## config.mk

```make
export PLATFORM = sky130hd
export DESIGN_NAME = thrust_ctrl
export DESIGN_NICKNAME = d
export VERILOG_FILES = /design/src/rtl/llander_pkg.sv /design/src/rtl/thrust_tick_gen.sv /design/src/rtl/thrust_ctrl.sv
export SDC_FILE = /design/constraint.sdc
export NUM_CORES = 1
export LEC_CHECK = 0
export ABC_AREA = 1
export BUFFER_PORTS_ARGS = -buffer_cell sky130_fd_sc_hd__buf_4
export CORE_MARGIN = 5
export CORE_UTILIZATION = 60
export DETAILED_ROUTE_END_ITERATION = 7
export PLACE_DENSITY = 0.79
export SLEW_MARGIN = 20
export SYNTH_ARGS = -nofsm -noshare
export SYNTH_HDL_FRONTEND = slang
export SYNTH_SLANG_ARGS = --single-unit
```

## constraint.sdc

```tcl
create_clock -name CLK_50M -period 3.4 [get_ports CLK_50M]
set_input_delay 0.34 -clock CLK_50M [delete_from_list [all_inputs] [get_ports CLK_50M]]
set_output_delay 0.34 -clock CLK_50M [all_outputs]
set_load 0.05 [all_outputs]
```

## src/rtl/llander_pkg.sv

```systemverilog
// Shared lunar-lander constants and the thrust lever type.
package llander_pkg;

  localparam int THRUST_MAX    = 254;
  localparam int TICK_DIV_DFLT = 196_850;

  typedef logic [7:0] thrust_t;

endpackage

```

## src/rtl/thrust_tick_gen.sv

```systemverilog
// Ramp step divider: tick is high for the one cycle where the count sits at TICK_DIV-1.
// Latency: first tick in the TICK_DIV-th cycle after reset release; no backpressure.
module thrust_tick_gen
  import llander_pkg::*;
#(
  parameter int TICK_DIV = TICK_DIV_DFLT
) (
  input  logic CLK_50M,
  input  logic reset,
  output logic tick
);

  localparam int            CW   = (TICK_DIV > 1) ? $clog2(TICK_DIV) : 1;
  localparam logic [CW-1:0] LAST = CW'(TICK_DIV - 1);

  logic [CW-1:0] tcnt;
  logic [CW-1:0] tcnt_nxt;

  always_comb begin
    tcnt_nxt = (tcnt == LAST) ? '0 : tcnt + CW'(1);
  end

  // tick is registered but aligned with the count value it marks
  always_ff @(posedge CLK_50M or posedge reset) begin
    if (reset) begin
      tcnt <= '0;
      tick <= 1'b0;
    end else begin
      tcnt <= tcnt_nxt;
      tick <= (tcnt_nxt == LAST);
    end
  end

endmodule

```

## src/rtl/thrust_ctrl.sv

```systemverilog
// Thrust lever conditioning: D-pad ramp or slew-limited analog stick, bumpless source switch.
// Latency: accumulators step the cycle after tick, thrust follows one cycle later; no backpressure.
module thrust_ctrl
  import llander_pkg::*;
#(
  parameter int TICK_DIV   = TICK_DIV_DFLT,
  parameter int THRUST_MAX = llander_pkg::THRUST_MAX,
  parameter int DEADZONE   = 8,
  parameter int SLEW_STEP  = 16
) (
  input  logic              CLK_50M,
  input  logic              reset,
  input  logic              mode_dpad,
  input  logic signed [7:0] analog_y,
  input  logic              dpad_up,
  input  logic              dpad_down,
  output thrust_t           thrust,
  output logic              tick,
  output logic              at_max,
  output logic              at_zero
);

  localparam thrust_t           TMAX  = 8'(THRUST_MAX);
  localparam thrust_t           SLEW8 = 8'(SLEW_STEP);
  localparam logic signed [8:0] TMAX9 = 9'(THRUST_MAX);
  localparam logic signed [8:0] DZ9   = 9'(DEADZONE);
  localparam logic signed [8:0] SLEW9 = 9'(SLEW_STEP);

  logic              mode_q;
  logic              mode_edge;
  thrust_t           dacc, aacc;
  thrust_t           dacc_step, aacc_step;
  thrust_t           tgt8, thrust_nxt;
  logic signed [8:0] tgt, diff;

  thrust_tick_gen #(.TICK_DIV(TICK_DIV)) u_tick (
    .CLK_50M (CLK_50M),
    .reset   (reset),
    .tick    (tick)
  );

  always_comb begin
    // full up (-128) maps to 255 before clamping
    tgt = 9'sd127 - $signed({analog_y[7], analog_y});
    if (tgt < DZ9)        tgt8 = '0;
    else if (tgt > TMAX9) tgt8 = TMAX;
    else                  tgt8 = tgt[7:0];

    diff = $signed({1'b0, tgt8}) - $signed({1'b0, aacc});
    if (diff > SLEW9)       aacc_step = aacc + SLEW8;
    else if (diff < -SLEW9) aacc_step = aacc - SLEW8;
    else                    aacc_step = tgt8;

    dacc_step = dacc;
    if (dpad_up && !dpad_down && (dacc < TMAX))
      dacc_step = dacc + 8'd1;
    else if (dpad_down && !dpad_up && (dacc != '0))
      dacc_step = dacc - 8'd1;

    thrust_nxt = mode_q ? dacc : aacc;
    if (thrust_nxt > TMAX) thrust_nxt = TMAX;

    mode_edge = (mode_dpad != mode_q);
  end

  // a source switch seeds the new accumulator from the live output, winning over a tick step
  always_ff @(posedge CLK_50M or posedge reset) begin
    if (reset) begin
      mode_q  <= 1'b0;
      dacc    <= '0;
      aacc    <= '0;
      thrust  <= '0;
      at_max  <= 1'b0;
      at_zero <= 1'b1;
    end else begin
      mode_q <= mode_dpad;

      if (mode_edge && mode_dpad) dacc <= thrust;
      else if (tick)              dacc <= dacc_step;

      if (mode_edge && !mode_dpad) aacc <= thrust;
      else if (tick)               aacc <= aacc_step;

      thrust  <= thrust_nxt;
      at_max  <= (thrust_nxt == TMAX);
      at_zero <= (thrust_nxt == '0);
    end
  end

endmodule
```

==> impl_results.md, run 1 <==
* Outcome: completed
* Core ar. at 5570 um2
* Synthesis warning total at 0
* VDD IR-drop max at 0.000338 V
* Crit share post-route at 82.5%
* Worst-Margin Slew at 0.774 ns
* DIE AREA at 7420 um2
* Vias at 3,254
* CP Class: in -> reg
* GRT Residual Overflow at 0
* Die W at 86.1 um
* Most frequent cells in the layout: nand2_1, inv_1, nand3_1
* Startpoint Class: input pin
* Ys flop type: dfrtp_1
* Share of layout cells above drive strength 1 at 10.6%
* Final Hold Fails at 0
* Crit-path max FO at 6
* Vias/cell at 5.34
* Resize count post-CTS at 0
* Leak at 2.11 nW
* Worst slew margin at 48.3%
* Hold slack at 0.157 ns
* Synth unique cells at 39
* Cts hold-fix bufs at 0
* Power per standard cell area at 623 nW/um2
* Area grow syn2layout at 10.6%
* CTS root buf: clkbuf_8
* H-Tree Depth at 2
* Fillers at 500
* #FFs+latches synth at 46
* Worst Setup End Kind: register
* Insertion delay to the later sink of the worst-skew pair at 0.30 ns
* WL/cell at 12.8 um
* RSZ-0062 raised after global routing: false
* Initial Util at 62.4%
* Largest net degree at the start of global routing at 47
* Vias in the first global route at 3,124
* Setup TNS at 0 ns
* Violation count after the first detailed-route iteration at 224
* GRT Util Overall at 23.2%
* Clk_skew at 0.00821 ns
* Initial antenna violation count at 0
* Post-route design area at 3850 um2
* Most common cell after layout, fill and taps aside: nand2_1
* First-pass GRT wire length at 13,900 um
* Antenna cells at 0
* Row cnt at 27
* First-pass DRT Iterations at 5
* Max Cap Viol at 0
* Syn Area/Cell at 6.85 um2
* CTS clock-pin slew for the worst setup and hold paths at 0.08 ns
* Dpl cell area at 3730 um2
* Mapped cell area at 3480 um2
* Post-synth ARST share at 100%
* Post-CTS setup buffers at 0
* Synthesized Nets at 542
* Final non-filler cell total at 609
* Chip height at 86.1 um
* Final min period at 2.80 ns
* Clk sinks at 46
* Final setup vio count at 0
* Routed Antenna Nets at 0
* Clock tree buffer depth at 2
* I/O Pins at 24
* Drt drc at 0
* Req. time, crit path at 3.59 ns
* Sequential share of the synthesized area at 33.1%
* Worst hold path class: in -> async
* DPL Wire Length at 6320 um
* GPL Wtd Cong at 0.917
* Slew Limit Fails at 0
* WL final at 7830 um
* Post-synth EDFFs at 0
* Number of buffers created by CTS at 5
* Cells after DPL at 601
* # nets final at 570
* Input/output buffers at 23
* CTS tree: built
* Arr. time, crit path at 3.00 ns
* F_max at 357 MHz
* Synthesized instance count at 508
[cells by family (layout without fill, tap and decap cells)]
group	Yosys count	count (layout)	synth area share, %
multiplexers	2	2	0.576
AND/OR/NAND/NOR	283	283	36.8
XOR/XNOR	13	13	3.27
AO/OA/AOI/OAI	45	45	7.55
adder cells (fa/ha/maj)	21	21	7.99
flip-flops	46	46	33.1
buffers and inverters	98	127	10.6
[final timing paths]
| path | start | end | slack, ns | cells after the start |
|---|---|---|---|---|
| worst max-delay path | analog_y[5] | aacc[2]$_DFFE_PP0P_ | 0.60 | 19 |
| worst min-delay path | reset | dacc[7]$_DFFE_PP0P_ | 0.16 | 2 |
| worst max register to register | dacc[6]$_DFFE_PP0P_ | dacc[6]$_DFFE_PP0P_ | 0.85 | 14 |
| worst min register to register | aacc[1]$_DFFE_PP0P_ | aacc[1]$_DFFE_PP0P_ | 0.49 | 2 |
| max in group asynchronous | reset | thrust[2]$_DFF_PP0_ | 2.78 | 2 |
| min in group CLK_50M | mode_dpad | mode_q$_DFF_PP0_ | 0.18 | 1 |
[metrics by stage]
step                      setup slack (ns)  total power (W)  utilization, %
after detailed placement             0.320          0.00199            67.0
after CTS                            0.633          0.00241            69.0
after global routing                 0.369          0.00262            69.0
final                                0.596          0.00240            69.0
after floorplan                      0.669          0.00169               -
after global placement               0.420          0.00196            67.0
[layer usage]
metal  GRT usage, %  share of wire, %  vias up  routed length [um]
met1           31.6                46     1467                3570
li1               -                 -     1675                   -
met2           37.3                47       90                3680
met4           8.06               2.2        0                 174
met3           3.84               5.2       22                 409
met5              0                 0        -                   0
[state kept, by name, summed over array words and instances, names as in the netlist]
name and flops:
u_tick.tcnt 18, mode_q 1, at_max 1, thrust 8, at_zero 1, dacc 8
u_tick.tick 1, aacc 8
[area by class of cell]
type	count	area, um2	share of cell area, %
tap	72	90.1	2.34
sequential	46	1150	29.9
inverter	95	358	9.30
timing repair buffer	24	180	4.68
clock buffer	5	68.8	1.79
multi-input combinational	364	1960	50.8
clock inverter	3	43.8	1.14
[critical path, cell delays in order]
cell      delay, ns
buf_4          0.11
inv_1          0.11
nand4_1        0.10
o41ai_1        0.42
ha_1           0.23
inv_1          0.06
fa_1           0.40
nand2_1        0.08
nand2_1        0.06
nand3b_1       0.08
nand2_1        0.07
nand2_1        0.06
nand2_1        0.08
a21oi_4        0.23
inv_1          0.16
nand3_1        0.11
nand3_1        0.14
nand2_1        0.09
nand2_1        0.05
[Yosys cell counts, drive strengths merged (3+ instances only)]
library cell	n	area, um2
nand3	51	270
nor2	47	186
xor2	12	105
nand2	145	567
inv	94	353
a21oi	14	85.1
ha	19	238
nand4	14	87.6
or2	3	18.8
nand3b	4	33.8
nor3	8	40.0
dfrtp	45	1130
nor4	7	50.1
o21ai	23	119
o21bai	3	22.5
[where the power goes]
group          leakage [nW]  switching (W)  internal, W
combinational          1.47       0.000746     0.000438
clock                0.0585       0.000192     0.000220
sequential            0.578       0.000142     0.000661
Note: power is estimated with default switching activity, not from simulation.
==> run 2, diff against run 1 <==
--- a/config.mk
+++ b/config.mk
@@ -8,9 +8,9 @@
 export ABC_AREA = 1
 export BUFFER_PORTS_ARGS = -buffer_cell sky130_fd_sc_hd__buf_4
 export CORE_MARGIN = 5
-export CORE_UTILIZATION = 60
+export CORE_UTILIZATION = 55
 export DETAILED_ROUTE_END_ITERATION = 7
-export PLACE_DENSITY = 0.79
+export PLACE_DENSITY = 0.77
 export SLEW_MARGIN = 20
 export SYNTH_ARGS = -nofsm -noshare
 export SYNTH_HDL_FRONTEND = slang
==> constraint.sdc (replaced) <==
create_clock -name CLK_50M -period 2.5 [get_ports CLK_50M]
set_input_delay 0.25 -clock CLK_50M [delete_from_list [all_inputs] [get_ports CLK_50M]]
set_output_delay 0.25 -clock CLK_50M [all_outputs]
set_load 0.05 [all_outputs]
==> run 2 against run 1 <==
Against the previous run:
- the run now ends with setup timing left
- clock skew rose by 0.0029 ns
- clock-buffer cell count rose by 1
- worst setup slack got worse by 0.65 ns
- global-route usage fell by 0.78 points
==> impl_results.md, run 2 (same netlist as run 1, synthesis figures left out) <==
* Cts hold-fix bufs at 0
* Worst Setup End Kind: register
* Vias/cell at 5.40
* Hold slack at 0.0855 ns
* DPL Wire Length at 6420 um
* Max Cap Viol at 0
* CP endpoint: dacc[6]$_DFFE_PP0P_
* Final Util at 68.2%
* Violation count after the first detailed-route iteration at 211
* Crit-path cells: inv_2, nor4_4, nand4_1, nand3_2, buf_4, fa_1, nand3_1, nand3_1, a21oi_1, nor2_1, nor2_1, xor2_1, o21ai_0, nand2_1, o21ai_1
* Final Hold Fails at 0
* Leak at 2.25 nW
* Outcome: finished, violations left
* Power per standard cell area at 862 nW/um2
* Input/output buffers at 23
* # nets final at 593
* Share of layout cells above drive strength 1 at 21.3%
* Startpoint Class: register
* Req. time, crit path at 2.69 ns
* Slowest-stage cell, CP: dfrtp_1
* VDD IR-drop max at 0.000560 V
* Final setup vio count at 6
* GPL Wtd Cong at 0.919
* WL/cell at 14.1 um
* Worst-Margin Slew at 0.579 ns
* Chip height at 89.5 um
* Final min period at 2.55 ns
* Final setup margin at -0.0540 ns
* First-pass GRT wire length at 14,100 um
* Die W at 89.5 um
* Most frequent cells in the layout: nand2_1, inv_1, dfrtp_1
* Routed Antenna Nets at 0
* Slew Limit Fails at 0
* Vias at 3,440
* Most common cell after layout, fill and taps aside: nand2_1
* Arr. time, crit path at 2.75 ns
* F_max at 392 MHz
* Fillers at 515
* Clk_skew at 0.0111 ns
* Biggest register: u_tick.tcnt
* Vias in the first global route at 3,250
* Worst path depth at 15
* Area grow syn2layout at 22.3%
* CTS tree: built
* Max FFs per register at 18
* Number of buffers created by CTS at 5
* Delay-heaviest family, CP: simple AND/OR/NAND/NOR gates
* CP Buf/Inv Count at 2
* FF-to-FF Start: dacc[6]$_DFFE_PP0P_
* Crit-path max FO at 5
* Crit share post-route at 102%
* GRT Util Overall at 22.4%
* Initial Util at 55.7%
* Row cnt at 29
* CTS root buf: clkbuf_8
* Reg2reg setup slack at -0.05 ns
* Failing checks: setup timing
* Reg2Reg Depth at 15
* Drt drc at 0
* Dpl cell area at 3870 um2
* Worst hold path class: in -> async
* RSZ-0062 raised after global routing: true
* CTS clock-pin slew for the worst setup and hold paths at 0.08 ns
* Crit path from: dacc[6]$_DFFE_PP0P_
* Clock tree buffer depth at 2
* Largest net degree at the start of global routing at 47
* RR Endpoint: dacc[6]$_DFFE_PP0P_
* Clk sinks at 46
* Initial antenna violation count at 0
* CP Class: reg -> reg
* CP max stage delay at 0.42 ns
* I/O Pins at 24
* WL final at 8970 um
* Antenna cells at 0
* First-pass DRT Iterations at 4
* Core ar. at 6240 um2
* Post-route design area at 4250 um2
* Tot Pwr at 0.00367 W
* Worst slew margin at 61.4%
* H-Tree Depth at 2
* DIE AREA at 8010 um2
* Insertion delay to the later sink of the worst-skew pair at 0.31 ns
* GRT Residual Overflow at 0
run 2: cell types whose count changed in the layout (fill, tap and decap cells not counted), moves of 3 or more:
cell     change
nand2_1      -9
nand3_1     -11
nand2_2      +9
nand3_2      +8
nand3_4      +3
inv_1        -8
buf_4       +19
inv_2        +7
run 2: through the flow:
step | std cells | setup WS [ns] | TNS, ns
final | 637 | -0.0540 | -0.102
after CTS | 626 | 0.0453 | 0
after global routing | 637 | -0.188 | -1.35
after detailed placement | 618 | -0.331 | -2.43
after floorplan | 508 | 0.0188 | 0
after global placement | 618 | -0.177 | -1.32
run 2: per-layer routing:
metal | track usage (%) | up-vias | wire length (um)
li1 | - | 1724 | -
met1 | 27.2 | 1589 | 3710
met2 | 39.9 | 101 | 4640
met3 | 3.23 | 26 | 383
met4 | 8.66 | 0 | 240
met5 | 0 | - | 0
run 2: report_power, final:
part | switching [W] | total, W | internal [W]
clock | 0.000266 | 0.000564 | 0.000299
combinational | 0.00126 | 0.00201 | 0.000755
sequential | 0.000190 | 0.00109 | 0.000899
run 2: layout make-up:
class                           count  area [um2]  area share [%]
Inverter                           95         363            8.53
Sequential cell                    46        1150            27.1
Timing Repair Buffer               46         360            8.47
Clock inverter                      2        37.5           0.882
Tap cell                           77        96.3            2.26
Clock buffer                        6        72.6            1.71
Multi-Input combinational cell    365        2170            51.1
run 2: worst min path at each step:
stage,from,end,cells after the start
3_3_place_gp,mode_dpad,mode_q$_DFF_PP0_,1
5_1_grt,mode_dpad,mode_q$_DFF_PP0_,1
6_report,reset,at_max$_DFF_PP0_,3
2_1_floorplan,mode_dpad,mode_q$_DFF_PP0_,0
3_5_place_dp,mode_dpad,mode_q$_DFF_PP0_,1
4_1_cts,mode_dpad,mode_q$_DFF_PP0_,1
run 2: what timing repair did:
action                                  in CTS  in global routing
resized for setup                            0                 45
buffers inserted                             0                 10
cloned                                       0                  1
pin swaps                                    1                 12
endpoints found under the setup margin       1                 12
run 2: worst reg2reg max path, delay by kind of cell, from the launching register on:
| family | cells | cell delay (ns) |
|---|---|---|
| AOI/OAI and AO/OA | 3 | 0.34 |
| DFF | 1 | 0.42 |
| xor gates and xnor gates | 1 | 0.24 |
| adders and majority gates | 1 | 0.40 |
| and+or+nand+nor | 8 | 0.77 |
| buffers and inverters | 2 | 0.28 |
